**config.mk**
```make
export PLATFORM = sky130hd
export DESIGN_NAME = edge_trig_mc
export DESIGN_NICKNAME = d
export VERILOG_FILES = /design/src/rtl/edge_trig_pkg.sv /design/src/rtl/edge_trig_mc_hyst_comp.sv /design/src/rtl/edge_trig_mc.sv
export SDC_FILE = /design/constraint.sdc
export NUM_CORES = 1
export LEC_CHECK = 0
export ABC_CLOCK_PERIOD_IN_PS = 5000
export CAP_MARGIN = 0
export CORE_UTILIZATION = 46
export CTS_CLUSTER_DIAMETER = 120
export DETAILED_ROUTE_END_ITERATION = 10
export PLACE_DENSITY_LB_ADDON = 0.1
export SLEW_MARGIN = 40
export SYNTH_ARGS = -nofsm -noshare
export SYNTH_HDL_FRONTEND = slang
export SYNTH_SLANG_ARGS = --single-unit
```
**constraint.sdc**
```tcl
create_clock -name clkIn -period 5 [get_ports clkIn]
set_input_delay 1 -clock clkIn [delete_from_list [all_inputs] [get_ports clkIn]]
set_output_delay 1 -clock clkIn [all_outputs]
set_load 0.02 [all_outputs]
```
**src/rtl/edge_trig_pkg.sv**
```systemverilog
// +--------------------------------------------------------------------+
// | edge_trig_pkg : trigger type codes and FSM state encoding           |
// | Rev 1.0                                                            |
// +--------------------------------------------------------------------+
`default_nettype none

package edge_trig_pkg;

  localparam logic [2:0] TRIG_NEVER = 3'd0;
  localparam logic [2:0] TRIG_RISE  = 3'd1;
  localparam logic [2:0] TRIG_FALL  = 3'd2;
  localparam logic [2:0] TRIG_ANY   = 3'd3;
  localparam logic [2:0] TRIG_AUTO  = 3'd4;

  typedef enum logic [1:0] {
    IDLE      = 2'd0,
    HOLDOFF   = 2'd1,
    ARMED     = 2'd2,
    TRIGGERED = 2'd3
  } trig_state_t;

endpackage

`default_nettype wire

```
**src/rtl/edge_trig_mc_hyst_comp.sv**
```systemverilog
// +--------------------------------------------------------------------+
// | hyst_comp : per-channel hysteresis comparator with registered edges |
// | Rev 1.0                                                            |
// +--------------------------------------------------------------------+
`default_nettype none

module hyst_comp #(
  parameter int DATA_W = 14
) (
  input  logic              clkIn,
  input  logic              rstIn,
  input  logic              clear,
  input  logic [DATA_W-1:0] sample,
  input  logic [DATA_W-1:0] upper,
  input  logic [DATA_W-1:0] lower,
  output logic              level,
  output logic              valid,
  output logic              rise,
  output logic              fall
);

  logic w_above;
  logic w_below;

  assign w_above = (sample > upper);
  assign w_below = (sample < lower);

  // The first decided sample after a clear only seeds the level state.
  always_ff @(posedge clkIn or posedge rstIn) begin
    if (rstIn) begin
      level <= 1'b0;
      valid <= 1'b0;
      rise  <= 1'b0;
      fall  <= 1'b0;
    end else if (clear) begin
      level <= 1'b0;
      valid <= 1'b0;
      rise  <= 1'b0;
      fall  <= 1'b0;
    end else begin
      rise <= 1'b0;
      fall <= 1'b0;
      if (w_above) begin
        level <= 1'b1;
        valid <= 1'b1;
        rise  <= valid && !level;
      end else if (w_below) begin
        level <= 1'b0;
        valid <= 1'b1;
        fall  <= valid && level;
      end
    end
  end

endmodule

`default_nettype wire

```
**src/rtl/edge_trig_mc.sv**
```systemverilog
// +--------------------------------------------------------------------+
// | edge_trig_mc : multi-channel hysteresis edge trigger with holdoff   |
// | Rev 1.0                                                            |
// +--------------------------------------------------------------------+
`default_nettype none

module edge_trig_mc
  import edge_trig_pkg::*;
#(
  parameter int DATA_W    = 14,
  parameter int NUM_CH    = 2,
  parameter int HOLDOFF_W = 16,
  parameter int SEL_W     = 1
) (
  input  logic                     clkIn,
  input  logic                     rstIn,
  input  logic [NUM_CH*DATA_W-1:0] adc_data,
  input  logic [DATA_W-1:0]        trigLvl,
  input  logic [DATA_W-1:0]        trigHyst,
  input  logic [2:0]               trigType,
  input  logic [SEL_W-1:0]         trigSrc,
  input  logic [HOLDOFF_W-1:0]     holdoff,
  input  logic                     arm,
  input  logic                     disarm,
  output logic                     q,
  output logic                     armed,
  output logic                     trigged,
  output logic [SEL_W-1:0]         trigCh
);

  trig_state_t r_state;

  logic [NUM_CH*DATA_W-1:0] r_adc;
  logic [DATA_W-1:0]        r_shLvl;
  logic [DATA_W-1:0]        r_shHyst;
  logic [2:0]               r_shType;
  logic [SEL_W-1:0]         r_shSrc;
  logic [HOLDOFF_W-1:0]     r_cnt;

  logic [DATA_W:0]   w_sum;
  logic [DATA_W:0]   w_diff;
  logic [DATA_W-1:0] w_upper;
  logic [DATA_W-1:0] w_lower;
  logic              w_accept;
  logic              w_fire;
  logic              w_srcRise;
  logic              w_srcFall;
  logic              w_srcOk;
  logic [NUM_CH-1:0] w_level;
  logic [NUM_CH-1:0] w_valid;
  logic [NUM_CH-1:0] w_rise;
  logic [NUM_CH-1:0] w_fall;

  always_ff @(posedge clkIn or posedge rstIn) begin
    if (rstIn) r_adc <= '0;
    else       r_adc <= adc_data;
  end

  // One extra bit exposes overflow on the sum and borrow on the difference.
  assign w_sum   = {1'b0, r_shLvl} + {1'b0, r_shHyst};
  assign w_diff  = {1'b0, r_shLvl} - {1'b0, r_shHyst};
  assign w_upper = w_sum[DATA_W]  ? {DATA_W{1'b1}} : w_sum[DATA_W-1:0];
  assign w_lower = w_diff[DATA_W] ? '0             : w_diff[DATA_W-1:0];

  assign w_accept = arm && !disarm && ((r_state == IDLE) || (r_state == TRIGGERED));

  for (genvar g = 0; g < NUM_CH; g++) begin : g_ch
    hyst_comp #(
      .DATA_W (DATA_W)
    ) u_comp (
      .clkIn  (clkIn),
      .rstIn  (rstIn),
      .clear  (w_accept),
      .sample (r_adc[g*DATA_W +: DATA_W]),
      .upper  (w_upper),
      .lower  (w_lower),
      .level  (w_level[g]),
      .valid  (w_valid[g]),
      .rise   (w_rise[g]),
      .fall   (w_fall[g])
    );
  end

  // Source values outside the channel range simply never match.
  always_comb begin
    w_srcRise = 1'b0;
    w_srcFall = 1'b0;
    w_srcOk   = 1'b0;
    for (int i = 0; i < NUM_CH; i++) begin
      if (r_shSrc == SEL_W'(i)) begin
        w_srcRise = w_rise[i] && w_level[i]  && w_valid[i];
        w_srcFall = w_fall[i] && !w_level[i] && w_valid[i];
        w_srcOk   = 1'b1;
      end
    end
  end

  always_comb begin
    w_fire = 1'b0;
    case (r_shType)
      TRIG_RISE: w_fire = w_srcRise;
      TRIG_FALL: w_fire = w_srcFall;
      TRIG_ANY:  w_fire = w_srcRise || w_srcFall;
      TRIG_AUTO: w_fire = w_srcOk;
      default:   w_fire = 1'b0;
    endcase
  end

  always_ff @(posedge clkIn or posedge rstIn) begin
    if (rstIn) begin
      r_state  <= IDLE;
      r_shLvl  <= '0;
      r_shHyst <= '0;
      r_shType <= TRIG_NEVER;
      r_shSrc  <= '0;
      r_cnt    <= '0;
      q        <= 1'b0;
      armed    <= 1'b0;
      trigged  <= 1'b0;
      trigCh   <= '0;
    end else begin
      q <= 1'b0;
      if (w_accept) begin
        r_shLvl  <= trigLvl;
        r_shHyst <= trigHyst;
        r_shType <= trigType;
        r_shSrc  <= trigSrc;
        r_cnt    <= holdoff;
      end
      if (disarm && (r_state != IDLE)) begin
        r_state <= IDLE;
        armed   <= 1'b0;
        trigged <= 1'b0;
      end else begin
        case (r_state)
          IDLE: begin
            if (w_accept) r_state <= HOLDOFF;
          end
          HOLDOFF: begin
            if (r_cnt == '0) begin
              r_state <= ARMED;
              armed   <= 1'b1;
            end else begin
              r_cnt <= r_cnt - HOLDOFF_W'(1);
            end
          end
          ARMED: begin
            if (w_fire) begin
              r_state <= TRIGGERED;
              q       <= 1'b1;
              armed   <= 1'b0;
              trigged <= 1'b1;
              trigCh  <= r_shSrc;
            end
          end
          TRIGGERED: begin
            if (w_accept) begin
              r_state <= HOLDOFF;
              trigged <= 1'b0;
            end
          end
          default: r_state <= IDLE;
        endcase
      end
    end
  end

endmodule

`default_nettype wire

```
Yosys cells after proc, flatten, opt, wreduce, memory -nomap -nowiden
Index checks and enable logic that the tools add are counted.

word-level totals
  register bits after elaboration = 90
  logic and storage cells = 117
  output and inout port bits = 4

operators by class
  add/subtract/negate cells = 3
  equality and inequality tests = 11
  bitwise logic cells = 1
  $lt $le $gt $ge = 4
  reductions and logical operators = 32
  multiplexer cells = 47

operator list
  operator                                               count
  two-way mux 16 bit                                     4
  two-way mux 1 bit                                      33
  > comparator 14 bit                                    2
  < comparator 14 bit                                    2
  two-way mux 14 bit                                     2
  zero test 16 bit                                       1
  subtractor 16 x 1 -> 16 bit, second input constant     1
  adder 14 x 14 -> 15 bit                                1
  logical AND 1 bit                                      15
  subtractor 14 x 14 -> 15 bit                           1
  AND reduction 3 bit                                    4
  nonzero test 3 bit                                     4
  two-way mux 2 bit                                      4
  equality test 3 x 2 -> 1 bit, second input constant    2
  inequality test 3 x 1 -> 1 bit, second input constant  2
  inequality test 3 bit, second input constant           2
  one-hot mux 2 bit (3 select lines)                     1
  equality test 2 bit, second input constant             2
  one-hot mux 1 bit (2 select lines)                     2
  one-hot mux 1 bit (4 select lines)                     1
  equality test 3 x 1 -> 1 bit, second input constant    1
  equality test 3 bit, second input constant             1
  zero test 1 bit                                        3
  equality test 2 x 1 -> 1 bit, second input constant    1
  5 further kinds                                        6

Logic depth before layout (Yosys ltp)
Gate-level depths: netlist of run 1.

  depth after elaboration = 9
  depth in mapped cells = 20
  gate-level depth less buffers = 20

By module
From an unflattened synthesis of run 1, not the netlist that was laid out.

second synthesis, totals
  cell total of the unflattened synthesis = 751
  area total of the unflattened synthesis = 6416.2 um2

modules (own cells, without submodules)
  module        area an instance (um2)  cells each  times used  seq. area each (um2)
  edge_trig_mc  4752.1                  531         1           2052.0
  hyst_comp     832.0                   110         2           100.1

Worst setup path before layout of run 1
Ideal clock, no wire load.

  path kind = register -> register
  start = reg r_shLvl[0]
  end = reg g_ch[0].u_comp.level
  setup time = 136 ps
  stages on the path, launching flop included = 21
  data arrival time = 3878 ps
  setup slack = 986 ps
  cells stage by stage = dfrtp_1 > inv_1 > ha_1 > fa_1 > nand2b_1 > a21oi_1 > o31ai_1 > a311oi_1 > or3_1 > clkbuf_1 > nand2_1 > ha_1 > a21o_1 > a21o_1 > a21oi_1 > o21ai_0 > a21o_1 > a221oi_1 > nor2b_1 > a21oi_1 > a21oi_1

between the ends
  longest elaborated chain between the ends = 5
  elaborated cells on any way between the ends = 9
  those cells by class = add/sub (2); order compare (2); mux (4); reduce/logical (1)

RTL lines
  item                     RTL line                      source
  from (decl)              edge_trig_mc.sv:34            logic [DATA_W-1:0] r_shLvl;
  from (signal assigned)   edge_trig_mc.sv:124           r_shLvl <= trigLvl;
  adder 14 x 14 -> 15 bit  edge_trig_mc.sv:60            assign w_sum = {1'b0, r_shLvl} + {1'b0, r_shHyst};
  two-way mux 14 bit       edge_trig_mc.sv:62            assign w_upper = w_sum[DATA_W] ? {DATA_W{1'b1}} : w_sum[DATA_W-1:0];
  > comparator 14 bit      edge_trig_mc_hyst_comp.sv:25  assign w_above = (sample > upper);
  two-way mux 1 bit        edge_trig_mc_hyst_comp.sv:43  if (w_above) begin
  two-way mux 1 bit        edge_trig_mc_hyst_comp.sv:35  end else if (clear) begin
  to (signal assigned)     edge_trig_mc_hyst_comp.sv:36  level <= 1'b0;
  to (signal assigned)     edge_trig_mc_hyst_comp.sv:44  level <= 1'b1;
  to (signal assigned)     edge_trig_mc_hyst_comp.sv:48  level <= 1'b0;
  to (decl)                edge_trig_mc_hyst_comp.sv:16  output logic level,

Parallel ways exist; a longest one is shown, timed or not.
A chain may end at the register's enable or synchronous reset.

Final worst setup path of run 1
Ends and elaborated chain as after synthesis.

==> results of run 1 <==
layer usage:
metal / global-route usage (%) / vias to the layer above / routed length, µm
met4: 7.18 / 0 / 230
met3: 3.90 / 13 / 531
met1: 32.6 / 2644 / 8040
met2: 35.1 / 116 / 7100
li1: - / 2810 / -
met5: 0 / - / 0
worst max path at each step:
stage,startpoint,end,slack [ps],cells past startpoint
floorplan,r_shLvl[0],g_ch[0].u_comp.level,990,20
global placement,r_shLvl[0],g_ch[0].u_comp.level,670,19
detailed placement,r_shLvl[0],g_ch[0].u_comp.level,480,18
CTS,r_shLvl[0],g_ch[0].u_comp.level,470,18
global route,r_shLvl[0],g_ch[0].u_comp.level,210,18
finish,r_shLvl[0],g_ch[0].u_comp.level,640,19
synth_stat cells (3+ instances only):
| library cell | n |
|---|---|
| a211oi_1 | 6 |
| a21boi_0 | 5 |
| a21o_1 | 18 |
| a21oi_1 | 49 |
| a221o_1 | 5 |
| a221oi_1 | 4 |
| a311oi_1 | 3 |
| a31o_2 | 3 |
| a31oi_1 | 6 |
| and2_1 | 3 |
| and3_1 | 6 |
| and4_1 | 3 |
| buf_2 | 3 |
| clkbuf_1 | 13 |
| dfrtp_1 | 90 |
| ha_1 | 80 |
| inv_1 | 38 |
| mux2_2 | 3 |
| nand2_1 | 117 |
| nand2b_1 | 11 |
| nand3_1 | 18 |
| nand3b_1 | 4 |
| nand4_1 | 6 |
| nor2_1 | 56 |
| nor2b_1 | 8 |
| nor3_1 | 20 |
| o2111ai_1 | 3 |
| o211ai_1 | 6 |
| o21a_1 | 3 |
| o21ai_0 | 50 |
| o21bai_1 | 5 |
| o221ai_1 | 3 |
| o22ai_1 | 3 |
| o311ai_0 | 3 |
| o31ai_1 | 6 |
| or2_2 | 5 |
| or3_1 | 5 |
| xnor2_1 | 13 |
| xor2_1 | 6 |
flip-flops by register name, indices dropped and copies added, names as in the netlist:
register,count
r_adc,28
r_cnt,16
r_shHyst,14
r_shLvl,14
r_shType,3
g_ch.u_comp.fall,2
g_ch.u_comp.level,2
g_ch.u_comp.rise,2
g_ch.u_comp.valid,2
r_state,2
armed,1
q,1
r_shSrc,1
trigCh,1
trigged,1
timing repair:
action | in CTS | in global routing
resized for setup | 0 | 1
setup endpoints to repair | 0 | 1
setup buffers | 0 | 0
endpoints found under the hold margin | 0 | 0
stage by stage:
stage,hold slack [ps],utilization [%],instance area [µm²]
final,487,56.5,7810
after floorplan,430,-,6500
after CTS,495,56.5,7810
after global placement,447,54.2,7500
after global routing,518,56.5,7810
after detailed placement,457,54.2,7500
critical path: cells and delay by family, from the launching register on:
kind                     cells  cell delay [ps]
AND/OR/NAND/NOR              4              720
adder cells (fa/ha/maj)      3              940
buffers and inverters        1               60
AO/OA/AOI/OAI               11             2130
flip-flops                   1              350
layout make-up:
class | count | share of cell area [%]
clock buffer | 13 | 3.33
clock inverter | 3 | 0.593
timing repair buffer | 88 | 11.1
inverter | 39 | 1.91
tap | 180 | 2.88
sequential | 90 | 28.8
multi-input combinational | 589 | 51.3
kinds of logic after synthesis:
logic type / Yosys count / synth area share [%]
AO/OA/AOI/OAI: 205 / 21.7
XOR/XNOR: 19 / 2.56
adder cells (fa/ha/maj): 83 / 16.2
buffers and inverters: 59 / 3.70
flip-flops: 90 / 34.7
multiplexers: 4 / 0.674
AND/OR/NAND/NOR: 278 / 20.5
==> impl_metrics.ini, run 1 <==
[route]
vias = 5583
wirelength_mm = 15.9
drc_errors = 0
ant_nets = 0
drt-initial-drc-count = 337
via_per_inst = 5.57
drt_first_pass_iters = 5
wire_per_inst_um = 15.9

[clock_tree]
clockBufferDepth = 2
clk_pin_slew_ps = 60
clk_latency_ps = 340
cts_buffers = 9
cts_hold_buf = 0
root_buffer = clkbuf_16
h-tree-depth = 3
cts_tree = done
clkSinkCount = 90

[yosys]
synthTopCellsByArea = dfrtp_1, ha_1, nand2_1
synth_edf_count = 0
synth_cell_types = 79
synthesis.nets = 900
synth_seq_cells = 90
netlist_instances = 738
synth_top_area_cell = dfrtp_1
async_reset_ff_share_pct = 100
yosys_warnings = 0
avgSynthCellArea_um2 = 8.80
yosysSeqAreaShare_pct = 34.7
synth_area_um2 = 6500
synth_top_area_share_pct = 34.7
synthFlopType = dfrtp_1

[critical_path]
r2r_end = g_ch[0].u_comp.level
reg2reg_from = r_shLvl[0]
cp.arrival_ps = 4560
crit_fanout = 14
crit_path_start_kind = flip-flop
required_ps = 5200
end_kind = flip-flop
r2r_cells = 19
cpMaxStageDelayCell = a221oi_1
crit_path_frequent_cell = a21oi_1
cp_cell_sequence = inv_1 > ha_1 > fa_1 > nand2b_1 > a21oi_1 > o31ai_1 > a311oi_1 > or3_4 > nand3_1 > ha_1 > a21o_1 > a21o_1 > a21o_1 > a21oi_1 > o21bai_1 > a221oi_1 > nor2b_1 > a21oi_1 > a21oi_1
critical_path_class = flip-flop to flip-flop
ff2ff_setup_slack_ps = 640
max_stage_delay_ps = 450

[run]
cap_violations = 0

[layout]
final_cell_mix = nand2_1, dfrtp_1, clkdlybuf4s50_1
final-seq-area_um2 = 2250
fin_nets = 979
area_growth_pct = 20.2
final_common_cell = nand2_1
stdcell_count = 1002
num_antenna_cells = 0
drive_gt1_share_pct = 6.08
multi_input_area_um2 = 4010
nFillCells = 1234

[floorplanning]
start_util_pct = 47.0
rows = 43
die_h_um = 121
coreArea_um2 = 13800
dieArea_um2 = 14600
dieWidth_um = 121
io-pin-count = 84

[worst_hold_path]
worstHoldStart = r_cnt[12]
hold_path_class = flip-flop to flip-flop
hold_path_depth = 2
min_to = r_cnt[12]

[place]
hpwl_mm = 12.3
dp_slack_ps = 478
finalWeightedCongestion = 0.955
io_buffers = 83
place_inst = 986

[sta]
slew_violations = 0
clock_skew_ps = 4.68
setup_violations = 0
worstMarginPinSlew_ps = 834
tns_ps = 0
fmax_ghz = 0.229
worst_slack_ps = 642
hold_violations = 0
finalCriticalPeriod_ps = 4360
max_slew_margin_pct = 44.0
period_share_pct = 87.2
rsz0062_at_grt = no

[grt]
grt_start_max_net_pins = 56
grt_pass1_vias = 5308
overflow = 0
grt.total_usage_pct = 22.8
antenna_found_initial = 0
grt_first_pass_wirelength_mm = 26.1

[run_status]
outcome = finished clean
Power of run 1 is left out: the tool's default activity adds up to more than one toggle a clock period on the data nets, which glitch-free logic cannot reach.
==> run 2, diff against run 1 <==
--- a/config.mk
+++ b/config.mk
@@ -7,6 +7,7 @@
 export LEC_CHECK = 0
 export ABC_CLOCK_PERIOD_IN_PS = 5000
 export CAP_MARGIN = 0
+export CORE_ASPECT_RATIO = 0.5
 export CORE_UTILIZATION = 46
 export CTS_CLUSTER_DIAMETER = 120
 export DETAILED_ROUTE_END_ITERATION = 10
==> impl_metrics.ini, run 2 (same netlist as run 1, synthesis figures left out) <==
[run_status]
outcome = finished clean

[critical_path]
crit_path_start_kind = flip-flop
cp-startpoint = r_shLvl[12]
critical_path_class = flip-flop to flip-flop
crit_end = g_ch[1].u_comp.fall
end_kind = flip-flop
r2r_end = g_ch[1].u_comp.fall
reg2reg_from = r_shLvl[12]
crit_fanout = 16
ff2ff_setup_slack_ps = 510
cp.arrival_ps = 4770
r2r_cells = 14
required_ps = 5280

[run]
cap_violations = 0

[place]
finalWeightedCongestion = 0.920
io_buffers = 83
place_inst = 1000
dp_slack_ps = 315
hpwl_mm = 13.2

[layout]
reg.largest.list = r_adc (28), r_cnt (16)
largest_register_ffs = 28
stdcell_count = 1015
fin_nets = 981
num_antenna_cells = 0
final_common_cell = nand2_1
area_growth_pct = 20.2
largest-register = r_adc
drive_gt1_share_pct = 6.44
final_util_pct = 57.2
final_cell_mix = nand2_1, dfrtp_1, clkdlybuf4s50_1

[route]
drt_first_pass_iters = 5
drt-initial-drc-count = 498
via_per_inst = 5.59
wirelength_mm = 16.9
vias = 5675
ant_nets = 0
drc_errors = 0
wire_per_inst_um = 16.6

[grt]
grt.total_usage_pct = 24.5
grt_first_pass_wirelength_mm = 27.6
overflow = 0
grt_start_max_net_pins = 56
grt_pass1_vias = 5393
antenna_found_initial = 0

[clock_tree]
post-cts-setup-buffer-count = 0
h-tree-depth = 3
cts_buffers = 9
cts_hold_buf = 0
clk_latency_ps = 350
cts_tree = done
clockBufferDepth = 2
clkSinkCount = 90
root_buffer = clkbuf_16
clk_pin_slew_ps = 70

[sta]
max_slew_margin_pct = 42.2
hold_violations = 0
slew_violations = 0
setup_violations = 0
period_share_pct = 89.8
finalCriticalPeriod_ps = 4490
clock_skew_ps = 11.6
worstMarginPinSlew_ps = 861
tns_ps = 0
worst_slack_ps = 509
rsz0062_at_grt = no
fmax_ghz = 0.223

[floorplanning]
io-pin-count = 84
dieArea_um2 = 14600
start_util_pct = 47.6
coreArea_um2 = 13700
rows = 30
die_h_um = 86.0
dieWidth_um = 170

[worst_hold_path]
hold_path_class = flip-flop to flip-flop
hold_path_depth = 2
[run 2: changes by cell type in the layout (fill, tap and decap cells not counted)]
| cell | delta |
|---|---|
| inv_4 | -1 |
| clkinvlp_4 | +1 |
| inv_6 | +3 |
| buf_4 | +2 |
| clkinv_2 | +1 |
| clkbuf_1 | -2 |
| bufinv_16 | -1 |
| clkbuf_8 | -2 |
[run 2: timing repair]
| action | 4_1_cts | 5_1_grt |
|---|---|---|
| setup endpoints to repair | 0 | 3 |
| endpoints found under the hold margin | 0 | 0 |
| gates resized for setup | 0 | 1 |
[run 2: layout make-up]
| class | count | area (µm²) |
|---|---|---|
| Clock buffer | 9 | 225 |
| Clock inverter | 6 | 50.0 |
| Fill cell | 1264 | 5850 |
| Inverter | 39 | 148 |
| Multi-Input combinational cell | 589 | 4010 |
| Sequential cell | 90 | 2250 |
| Tap cell | 192 | 240 |
| Timing Repair Buffer | 90 | 883 |
[run 2: worst min path at each step]
| stage | from | to | slack, ps |
|---|---|---|---|
| floorplan | r_cnt[12] | r_cnt[12] | 430 |
| global placement | r_cnt[12] | r_cnt[12] | 450 |
| detailed placement | r_cnt[12] | r_cnt[12] | 450 |
| CTS | r_cnt[12] | r_cnt[12] | 470 |
| global route | r_cnt[12] | r_cnt[12] | 510 |
| finish | r_cnt[12] | r_cnt[12] | 480 |
[run 2: metal layers]
layer	up-vias	track usage, %	share of wire [%]
met5	-	0	0
met4	0	4.18	0.72
met3	12	5.49	6.3
met2	159	35.6	41
met1	2687	37.0	52
li1	2817	-	-
[run 2: through the flow]
step           hold slack, ps  cell area (µm²)
2_1_floorplan             430             6500
3_3_place_gp              451             7530
3_5_place_dp              449             7530
4_1_cts                   470             7800
5_1_grt                   509             7810
6_report                  475             7810
[run 2: worst max-delay path, cell delays in order (launching register included)]
cell and delay, ps:
dfrtp_1 420, ha_1 540, inv_1 240, a221oi_1 380
nand2b_1 170, o32a_4 450, nor2_1 180, ha_1 270
a21o_1 190, a31o_2 250, a221oi_1 270, o21ai_1 130
a221oi_2 310, a2bb2oi_2 380, nor3b_2 220
Power of run 2 is left out for the same reason.
